[config.mk]
export PLATFORM = sky130hd
export DESIGN_NAME = pipeline_hazard_ctrl
export DESIGN_NICKNAME = d
export VERILOG_FILES = /design/src/rtl/hazard_pkg.sv /design/src/rtl/hazard_forward_unit.sv /design/src/rtl/pipeline_hazard_ctrl.sv
export SDC_FILE = /design/constraint.sdc
export NUM_CORES = 1
export LEC_CHECK = 0
export CORE_MARGIN = 3
export CORE_UTILIZATION = 30
export DETAILED_ROUTE_END_ITERATION = 7
export PLACE_DENSITY = 0.69
export REMOVE_ABC_BUFFERS = 1
export SYNTH_ARGS = -nofsm -noshare
export SYNTH_HDL_FRONTEND = slang
export SYNTH_HIERARCHICAL = 1
export SYNTH_SLANG_ARGS = --single-unit
[constraint.sdc]
create_clock -name clk -period 1.88 [get_ports clk]
set_input_delay 0.376 -clock clk [delete_from_list [all_inputs] [get_ports clk]]
set_output_delay 0.376 -clock clk [all_outputs]
set_load 0.01 [all_outputs]
[src/rtl/hazard_pkg.sv]
// Shared types and constants for the pipeline hazard controller.
//   forward_sel_t : EX operand source select (regfile / WB result / ALUResultM)
//   mem_state_t   : data-memory wait FSM states
//   REG_ZERO      : architectural x0, never forwarded or hazard-checked
package hazard_pkg;

  typedef enum logic [1:0] {
    FWD_REG = 2'b00,
    FWD_W   = 2'b01,
    FWD_M   = 2'b10
  } forward_sel_t;

  typedef enum logic [1:0] {
    IDLE = 2'b00,
    WAIT = 2'b01,
    ERR  = 2'b10
  } mem_state_t;

  localparam logic [4:0] REG_ZERO = 5'd0;

  // Operand source for one EX source register; the MEM stage result is younger, so it wins.
  function automatic forward_sel_t fwd_select(input logic [4:0] rs,
                                              input logic [4:0] rd_m,
                                              input logic       reg_write_m,
                                              input logic [4:0] rd_w,
                                              input logic       reg_write_w);
    if (reg_write_m && (rd_m != REG_ZERO) && (rd_m == rs)) begin
      return FWD_M;
    end else if (reg_write_w && (rd_w != REG_ZERO) && (rd_w == rs)) begin
      return FWD_W;
    end
    return FWD_REG;
  endfunction

endpackage

[src/rtl/hazard_forward_unit.sv]
// EX-stage operand forwarding selects (purely combinational).
// Ports:
//   Rs1E, Rs2E            : source registers of the instruction in Execute
//   RdM, RegWriteM        : destination / write enable in Memory
//   RdW, RegWriteW        : destination / write enable in Writeback
//   ForwardAE, ForwardBE  : operand select for ALU source A / B
module hazard_forward_unit
  import hazard_pkg::*;
(
  input  logic [4:0]   Rs1E,
  input  logic [4:0]   Rs2E,
  input  logic [4:0]   RdM,
  input  logic         RegWriteM,
  input  logic [4:0]   RdW,
  input  logic         RegWriteW,
  output forward_sel_t ForwardAE,
  output forward_sel_t ForwardBE
);

  always_comb begin
    ForwardAE = fwd_select(Rs1E, RdM, RegWriteM, RdW, RegWriteW);
    ForwardBE = fwd_select(Rs2E, RdM, RegWriteM, RdW, RegWriteW);
  end

endmodule

[src/rtl/pipeline_hazard_ctrl.sv]
// Hazard and sequencing controller for the 5-stage RISC-V pipeline.
// Produces stall/flush enables for the pipeline registers, EX forwarding selects, and
// holds the whole pipeline while a multi-cycle data-memory access in MEM is outstanding.
// Ports:
//   clk, rst_n                       : clock (rising edge), async active-low reset
//   Rs1D, Rs2D / Rs1E, Rs2E          : source registers in Decode / Execute
//   RdE, RdM, RdW                    : destination registers in E / M / W
//   ResultSrcE                       : instruction in E is a load
//   RegWriteM, RegWriteW             : register write enables in M / W
//   PCSrcE                           : taken branch/jump resolved in E
//   MemReqM, MemReadyM               : data-memory request active / acknowledged
//   StallF/D/E/M                     : hold PC, IF-ID, ID-EX, EX-MEM
//   FlushD/E/W                       : bubble into IF-ID, ID-EX, MEM-WB
//   ForwardAE, ForwardBE             : operand select (00 regfile, 01 WB, 10 ALUResultM)
//   MemErr                           : sticky memory timeout flag
// Optional build macro HAZARD_PERF_EN adds saturating StallCycles / FlushCount counters.
module pipeline_hazard_ctrl
  import hazard_pkg::*;
#(
  parameter int unsigned MEM_TIMEOUT = 16
) (
  input  logic        clk,
  input  logic        rst_n,
  input  logic [4:0]  Rs1D,
  input  logic [4:0]  Rs2D,
  input  logic [4:0]  Rs1E,
  input  logic [4:0]  Rs2E,
  input  logic [4:0]  RdE,
  input  logic [4:0]  RdM,
  input  logic [4:0]  RdW,
  input  logic        ResultSrcE,
  input  logic        RegWriteM,
  input  logic        RegWriteW,
  input  logic        PCSrcE,
  input  logic        MemReqM,
  input  logic        MemReadyM,
  output logic        StallF,
  output logic        StallD,
  output logic        StallE,
  output logic        StallM,
  output logic        FlushD,
  output logic        FlushE,
  output logic        FlushW,
  output logic [1:0]  ForwardAE,
  output logic [1:0]  ForwardBE,
  output logic        MemErr
`ifdef HAZARD_PERF_EN
  ,
  output logic [31:0] StallCycles,
  output logic [31:0] FlushCount
`endif
);

  localparam int unsigned CNT_W = $clog2(MEM_TIMEOUT + 1);
  localparam logic [CNT_W-1:0] CntMax = CNT_W'(MEM_TIMEOUT);
  localparam logic [CNT_W-1:0] CntOne = CNT_W'(1);

  mem_state_t       state_q, state_d;
  logic [CNT_W-1:0] cnt_q, cnt_d;
  logic             mem_err_q, mem_err_d;

  forward_sel_t fwd_a, fwd_b;
  logic         load_use;
  logic         mem_hold;

  hazard_forward_unit u_forward (
    .Rs1E      (Rs1E),
    .Rs2E      (Rs2E),
    .RdM       (RdM),
    .RegWriteM (RegWriteM),
    .RdW       (RdW),
    .RegWriteW (RegWriteW),
    .ForwardAE (fwd_a),
    .ForwardBE (fwd_b)
  );

  // Memory wait FSM.
  always_ff @(posedge clk or negedge rst_n) begin
    if (!rst_n) begin
      state_q   <= IDLE;
      cnt_q     <= '0;
      mem_err_q <= 1'b0;
    end else begin
      state_q   <= state_d;
      cnt_q     <= cnt_d;
      mem_err_q <= mem_err_d;
    end
  end

  always_comb begin
    state_d   = state_q;
    cnt_d     = cnt_q;
    mem_err_d = mem_err_q;
    unique case (state_q)
      IDLE: begin
        if (MemReqM && !MemReadyM) begin
          state_d = WAIT;
          cnt_d   = CntOne;
        end
      end
      WAIT: begin
        // A dropped MemReqM here is illegal; keep counting so it still times out.
        if (MemReadyM) begin
          state_d = IDLE;
          cnt_d   = '0;
        end else if (cnt_q == CntMax) begin
          state_d   = ERR;
          mem_err_d = 1'b1;
        end else begin
          cnt_d = cnt_q + CntOne;
        end
      end
      ERR: begin
        mem_err_d = 1'b1;
      end
      default: begin
        state_d = IDLE;
        cnt_d   = '0;
      end
    endcase
  end

  // Hazard decode.
  always_comb begin
    load_use = ResultSrcE && (RdE != REG_ZERO) && ((RdE == Rs1D) || (RdE == Rs2D));
    // Combinational so the freeze lands in the very cycle the access is seen unacknowledged.
    mem_hold = (state_q == ERR) || (MemReqM && !MemReadyM);
  end

  always_comb begin
    StallF    = 1'b0;
    StallD    = 1'b0;
    StallE    = 1'b0;
    StallM    = 1'b0;
    FlushD    = 1'b1;
    FlushE    = 1'b1;
    FlushW    = 1'b1;
    ForwardAE = FWD_REG;
    ForwardBE = FWD_REG;
    if (rst_n) begin
      ForwardAE = fwd_a;
      ForwardBE = fwd_b;
      if (mem_hold) begin
        // E is frozen, so any branch/load-use flush is re-applied on the release cycle.
        StallF = 1'b1;
        StallD = 1'b1;
        StallE = 1'b1;
        StallM = 1'b1;
        FlushD = 1'b0;
        FlushE = 1'b0;
        FlushW = 1'b1;
      end else begin
        // A taken branch squashes the load-use victim, so no stall is needed.
        StallF = load_use && !PCSrcE;
        StallD = load_use && !PCSrcE;
        FlushD = PCSrcE;
        FlushE = PCSrcE || load_use;
        FlushW = 1'b0;
      end
    end
  end

  assign MemErr = mem_err_q;

`ifdef HAZARD_PERF_EN
  logic [31:0] stall_cycles_q;
  logic [31:0] flush_count_q;

  always_ff @(posedge clk or negedge rst_n) begin
    if (!rst_n) begin
      stall_cycles_q <= '0;
      flush_count_q  <= '0;
    end else begin
      if (StallF && (stall_cycles_q != '1)) begin
        stall_cycles_q <= stall_cycles_q + 32'd1;
      end
      if (FlushE && !mem_hold && (flush_count_q != '1)) begin
        flush_count_q <= flush_count_q + 32'd1;
      end
    end
  end

  assign StallCycles = stall_cycles_q;
  assign FlushCount  = flush_count_q;
`endif

endmodule

=== After elaboration in Yosys (flattened, before gate mapping) ===
Index checks and enable logic that the tools add are counted.

* Add/subtract/negate cells: 1
* Eq/ne operators: 14
* Muxes and demuxes: 32
* Bitwise operators: 1
* Reductions and logical operators: 23

{| class="wikitable"
|+ Operators with widths
! operator !! count
|-
| $eq 5x5->1 || 6
|-
| $mux 2 || 11
|-
| $mux 1 || 15
|-
| $mux 5 || 3
|-
| $pmux 5 s3 || 1
|-
| $reduce_bool 5->1 || 3
|-
| $logic_and 1x1->1 || 10
|-
| $reduce_and 3->1 || 3
|-
| $ne 2x2->1 const B || 3
|-
| $ne 3x3->1 const B || 2
|-
| $pmux 2 s3 || 1
|-
| $add 5x1->5 const B || 1
|-
| $eq 5x5->1 const B || 1
|-
| $logic_or 1x1->1 || 3
|-
| $eq 2x1->1 const B || 1
|-
| $eq 2x2->1 const B || 1
|-
| $logic_not 1->1 || 2
|-
| $logic_not 2->1 || 1
|-
| $pmux 1 s2 || 1
|-
| $reduce_bool 2->1 || 1
|-
| $not 1->1 || 1
|}

* Bits in registers: 8
* Input bits: 43
* Output and inout bits: 12
* Logic and storage cells: 74

=== Depth between registers and ports, before layout ===
* Depth after elaboration: 7
* Gate-level depth with buffers: 6
* Mapped depth without buffers: 6

=== Modules after synthesis ===
Netlist, hierarchy kept.

{| class="wikitable"
|+ By module, submodules not included
! module !! times used !! cells each !! area an instance (µm²) !! seq. area each (µm²)
|-
| pipeline_hazard_ctrl || 1 || 76 || 663.1 || 200.2
|-
| hazard_forward_unit || 1 || 34 || 270.3 || 0.0
|}

=== Worst setup path after synthesis ===
OpenSTA, ideal clock, no wires.

* Path kind: reg-to-output
* From: reg state_q[0]
* To: out StallF
* Arrival: 1.627 ns
* Required time: 1.504 ns
* Setup slack: -0.123 ns
* Stages on the path, launching flop included: 7
* Buffers on the path: 2
* Path through: dfrtp_1 -> buf_4 -> nand2b_1 -> o21ai_0 -> o21ai_1 -> o31ai_1 -> buf_4

* Longest elaborated chain between the ends: 4

{| class="wikitable"
|+ Ends and longest elaborated chain
! element !! line !! source
|-
| start, declared || pipeline_hazard_ctrl.sv:58 || <nowiki>mem_state_t state_q, state_d;</nowiki>
|-
| start signal, assigned || pipeline_hazard_ctrl.sv:84 || <nowiki>state_q <= state_d;</nowiki>
|-
| $eq 2x2->1 || pipeline_hazard_ctrl.sv:127 || <nowiki>mem_hold = (state_q == ERR) || (MemReqM && !MemReadyM);</nowiki>
|-
| $logic_or 1x1->1 || pipeline_hazard_ctrl.sv:127 ||
|-
| $mux 1 (2 in a row) || -- ||
|-
| end, declared || pipeline_hazard_ctrl.sv:37 || <nowiki>output logic StallF,</nowiki>
|}

No other way between the ends.

=== Worst setup path in the final report ===
* From: in RdM[3]
* To: out ForwardAE[0]

* Longest elaborated chain between the ends: 6
* Elaborated cells on any way between the ends: 8
* Those cells by class: eq/ne: 1; mux: 4; reduce/logical: 3

{| class="wikitable"
|+ Ends and longest elaborated chain
! element !! line !! source
|-
| start, declared || pipeline_hazard_ctrl.sv:29 || <nowiki>input logic [4:0] RdM,</nowiki>
|-
| $reduce_bool 5->1 || hazard_pkg.sv:27 || <nowiki>if (reg_write_m && (rd_m != REG_ZERO) && (rd_m == rs)) begin</nowiki>
|-
| $logic_and 1x1->1 || hazard_pkg.sv:27 ||
|-
| $logic_and 1x1->1 * || hazard_pkg.sv:27 ||
|-
| $mux 2 or $mux 1 (tied branches) || hazard_pkg.sv:27 ||
|-
| $mux 2 * || hazard_pkg.sv:32 || <nowiki>return FWD_REG;</nowiki>
|-
| via fwd_a[0] || pipeline_hazard_ctrl.sv:62 || <nowiki>forward_sel_t fwd_a, fwd_b;</nowiki>
|-
| $mux 2 * || pipeline_hazard_ctrl.sv:140 || <nowiki>if (rst_n) begin</nowiki>
|-
| end, declared || pipeline_hazard_ctrl.sv:44 || <nowiki>output logic [1:0] ForwardAE,</nowiki>
|}

Mark *: on every way through the listed nets, which the timed path passes. The rest lies on a longest branch.

==> results.toml <==
[clock_network]
cts_root_buf = "clkbuf_4"
htreeDepth = 1
numCtsBuffers = 3
cts_tree = "yes"
clk_pin_slew_ns = 0.06
clk_latency_ns = 0.26
clk_path_buf_depth = 2
cts.sinks = 8

[routing]
ant_nets = 0
drtIter0Drc = 18
drcViolationCount = 0
via_per_inst = 5.04
num_vias = 1134
routed_wl_mm = 3.23
drt-wirelength-per-cell_um = 14.3
drt-pass1-iter-count = 6

[synth]
syn_area_um2 = 933
synthCells = 110
ys_seq_area_frac = 0.214
ys_warn_count = 6
syn_area_per_cell_um2 = 8.49
yosysUniqueCellTypes = 34
ys_ff_latch = 8

[power]
power.density_nw_per_um2 = 377
power.total_uw = 689
total_leakage_power_nw = 0.838
peakVddDrop_uv = 319

[worst_setup_path]
r2r-start = "cnt_q[0]"
crit_path_end_kind = "primary output"
critPathKind = "primary input to primary output"
cp-start-kind = "primary input"
critPathSlowestCell = "or4_4"
r2r_slack_ns = 0.20
critical_path_arrival_ns = 1.68
reg2reg_depth = 6
cp.required_ns = 1.50
crit_chain = "buf_6, or4_4, o21ai_4, nor4_4, nor4_2, and2_1, buf_2"
critical_path_buf_inv_count = 2
max_stage_delay_ns = 0.54
crit_fanout = 2
cp_top_family = "simple AND/OR/NAND/NOR gates"
reg2reg_to = "cnt_q[4]"

[sta]
worst_pin_slew_ns = 0.306
fmax_mhz = 487
rsz0062_at_grt = "yes"
timing.final.crit_share = 1.09
setup_ws_ns = -0.174
relSlewSlack = 0.795
fin_worst_skew_ns = 0.000262
finalHoldViolations = 0
finalSetupViolCount = 4
maxSlewViolCount = 0
min_period_ns = 2.05

[die]
die_h_um = 61.8
dieArea_um2 = 3820
num_rows = 19
dieWidth_um = 61.8
start_util = 0.327
ios = 55
core_area_um2 = 2850

[layout]
syn2layout_area_growth_pct = 95.7
fill_cells = 241
drive_gt1_frac = 0.469
layout_common_cells = "buf_4 (28), dlygate4sd2_1 (21), xor2_1 (11), buf_2 (11), xnor2_1 (11)"
fin_nets = 241
final_area_um2 = 1830
n_antenna_cell = 0
layout_commonest_cell = "buf_4"

[global_routing]
track_usage = 0.184
grt_pass1_wl_mm = 5.19
gr-total-overflow = 0
grt_max_degree = 12
antenna_found_initial = 0
grt_pass1_vias = 1215

[placement]
postPlaceCellArea_um2 = 1710
gp_congestion = 0.810
dpl_worst_slack_ns = -1.00
hpwlAfterDp_mm = 2.63
io_buffers = 54

[status]
status = "complete, but fails checks"
violations = "setup timing"

[run]
max_cap_viol_count = 0

[worst_hold_path]
hp-class = "primary input to asynchronous set/reset pin"
-- power breakdown --
part           switching [mW]  total [mW]  internal (mW)
Sequential             0.0139       0.199          0.185
Clock                  0.0656       0.139         0.0735
Combinational           0.159       0.352          0.193
Total                   0.238       0.689          0.451
-- state kept, by name, indices dropped and copies added (netlist names) --
register  flops
cnt_q         5
state_q       2
MemErr        1
-- cell type report --
| type | count | area, um^2 | share of cell area |
|---|---|---|---|
| tap | 31 | 38.8 | 0.0212 |
| sequential | 8 | 200 | 0.110 |
| inverter | 7 | 26.3 | 0.0144 |
| multi-input combinational | 92 | 876 | 0.479 |
| timing repair buffer | 84 | 663 | 0.363 |
| clock buffer | 3 | 22.5 | 0.0123 |
-- Yosys cell counts --
library cell,count,area [um^2]
nor2_1,5,18.8
mux2i_1,1,10.0
o21ai_2,1,8.76
xor2_1,14,123
inv_1,7,26.3
and2_1,4,25.0
mux2_2,1,11.3
nor3b_2,1,12.5
o31ai_1,2,15.0
dfrtp_1,8,200
a21oi_1,4,20.0
nor4_2,2,25.0
o21ai_0,6,30.0
or4_1,3,22.5
o22ai_4,1,20.0
nor3_1,2,10.0
ha_1,2,25.0
nor4_1,2,12.5
or3b_4,1,11.3
xnor2_1,16,140
o21bai_1,1,7.51
nand2_1,5,18.8
or2_2,2,12.5
or3_1,3,18.8
o21ai_1,1,5.00
o21a_1,1,7.51
buf_4,3,22.5
nand4_1,2,12.5
nand4bb_1,1,11.3
a21o_1,1,7.51
nand3_1,4,20.0
a22oi_1,1,7.51
nand2b_1,1,6.26
o32ai_1,1,8.76
-- kinds of logic (layout without fill, tap and decap cells) --
kind of cell,Yosys count,after routing,synth area share
AND/OR/NAND/NOR,38,38,0.255
XOR/XNOR,30,30,0.281
AO/OA/AOI/OAI,20,20,0.147
buffers and inverters,10,94,0.0523
flip-flops,8,8,0.214
adder cells (fa/ha/maj),2,2,0.0268
multiplexers,2,2,0.0228
-- what timing repair did --
item | in CTS | in global routing
buffers inserted | 1 | 1
hold buffers | 0 | 0
resized for setup | 123 | 35
endpoints found under the setup margin | 11 | 11
pin swaps | 30 | 23
hold endpoints to repair | 0 | 0
-- worst max-delay path by stage --
| stage | start | endpoint | slack (ns) | depth (start not counted) |
|---|---|---|---|---|
| floorplan | state_q[0] | StallD | -0.06 | 4 |
| finish | RdM[3] | ForwardAE[0] | -0.17 | 7 |
| detailed placement | RdM[1] | ForwardBE[0] | -1.00 | 7 |
| global route | RdM[3] | ForwardAE[0] | -0.27 | 7 |
| global placement | RdM[1] | ForwardBE[0] | -0.98 | 7 |
| CTS | RdM[3] | ForwardAE[0] | -0.19 | 7 |
-- through the flow --
| step | hold WS [ns] | instances | TNS, ns | utilization |
|---|---|---|---|---|
| 2_1_floorplan | 0.0804 | 107 | -0.158 | - |
| 3_3_place_gp | 0.458 | 221 | -7.34 | 0.599 |
| 3_5_place_dp | 0.474 | 221 | -7.86 | 0.599 |
| 4_1_cts | 0.237 | 225 | -0.546 | 0.621 |
| 5_1_grt | 0.284 | 225 | -0.794 | 0.640 |
| 6_report | 0.268 | 225 | -0.447 | 0.640 |
-- per-layer routing --
metal	track usage	wire, um	vias up
li1	-	-	547
met1	0.199	1160	528
met2	0.347	1740	52
met3	0.0434	245	7
met4	0.0636	73	0
met5	0	0	-
Note: power is estimated with default switching activity, not from simulation.
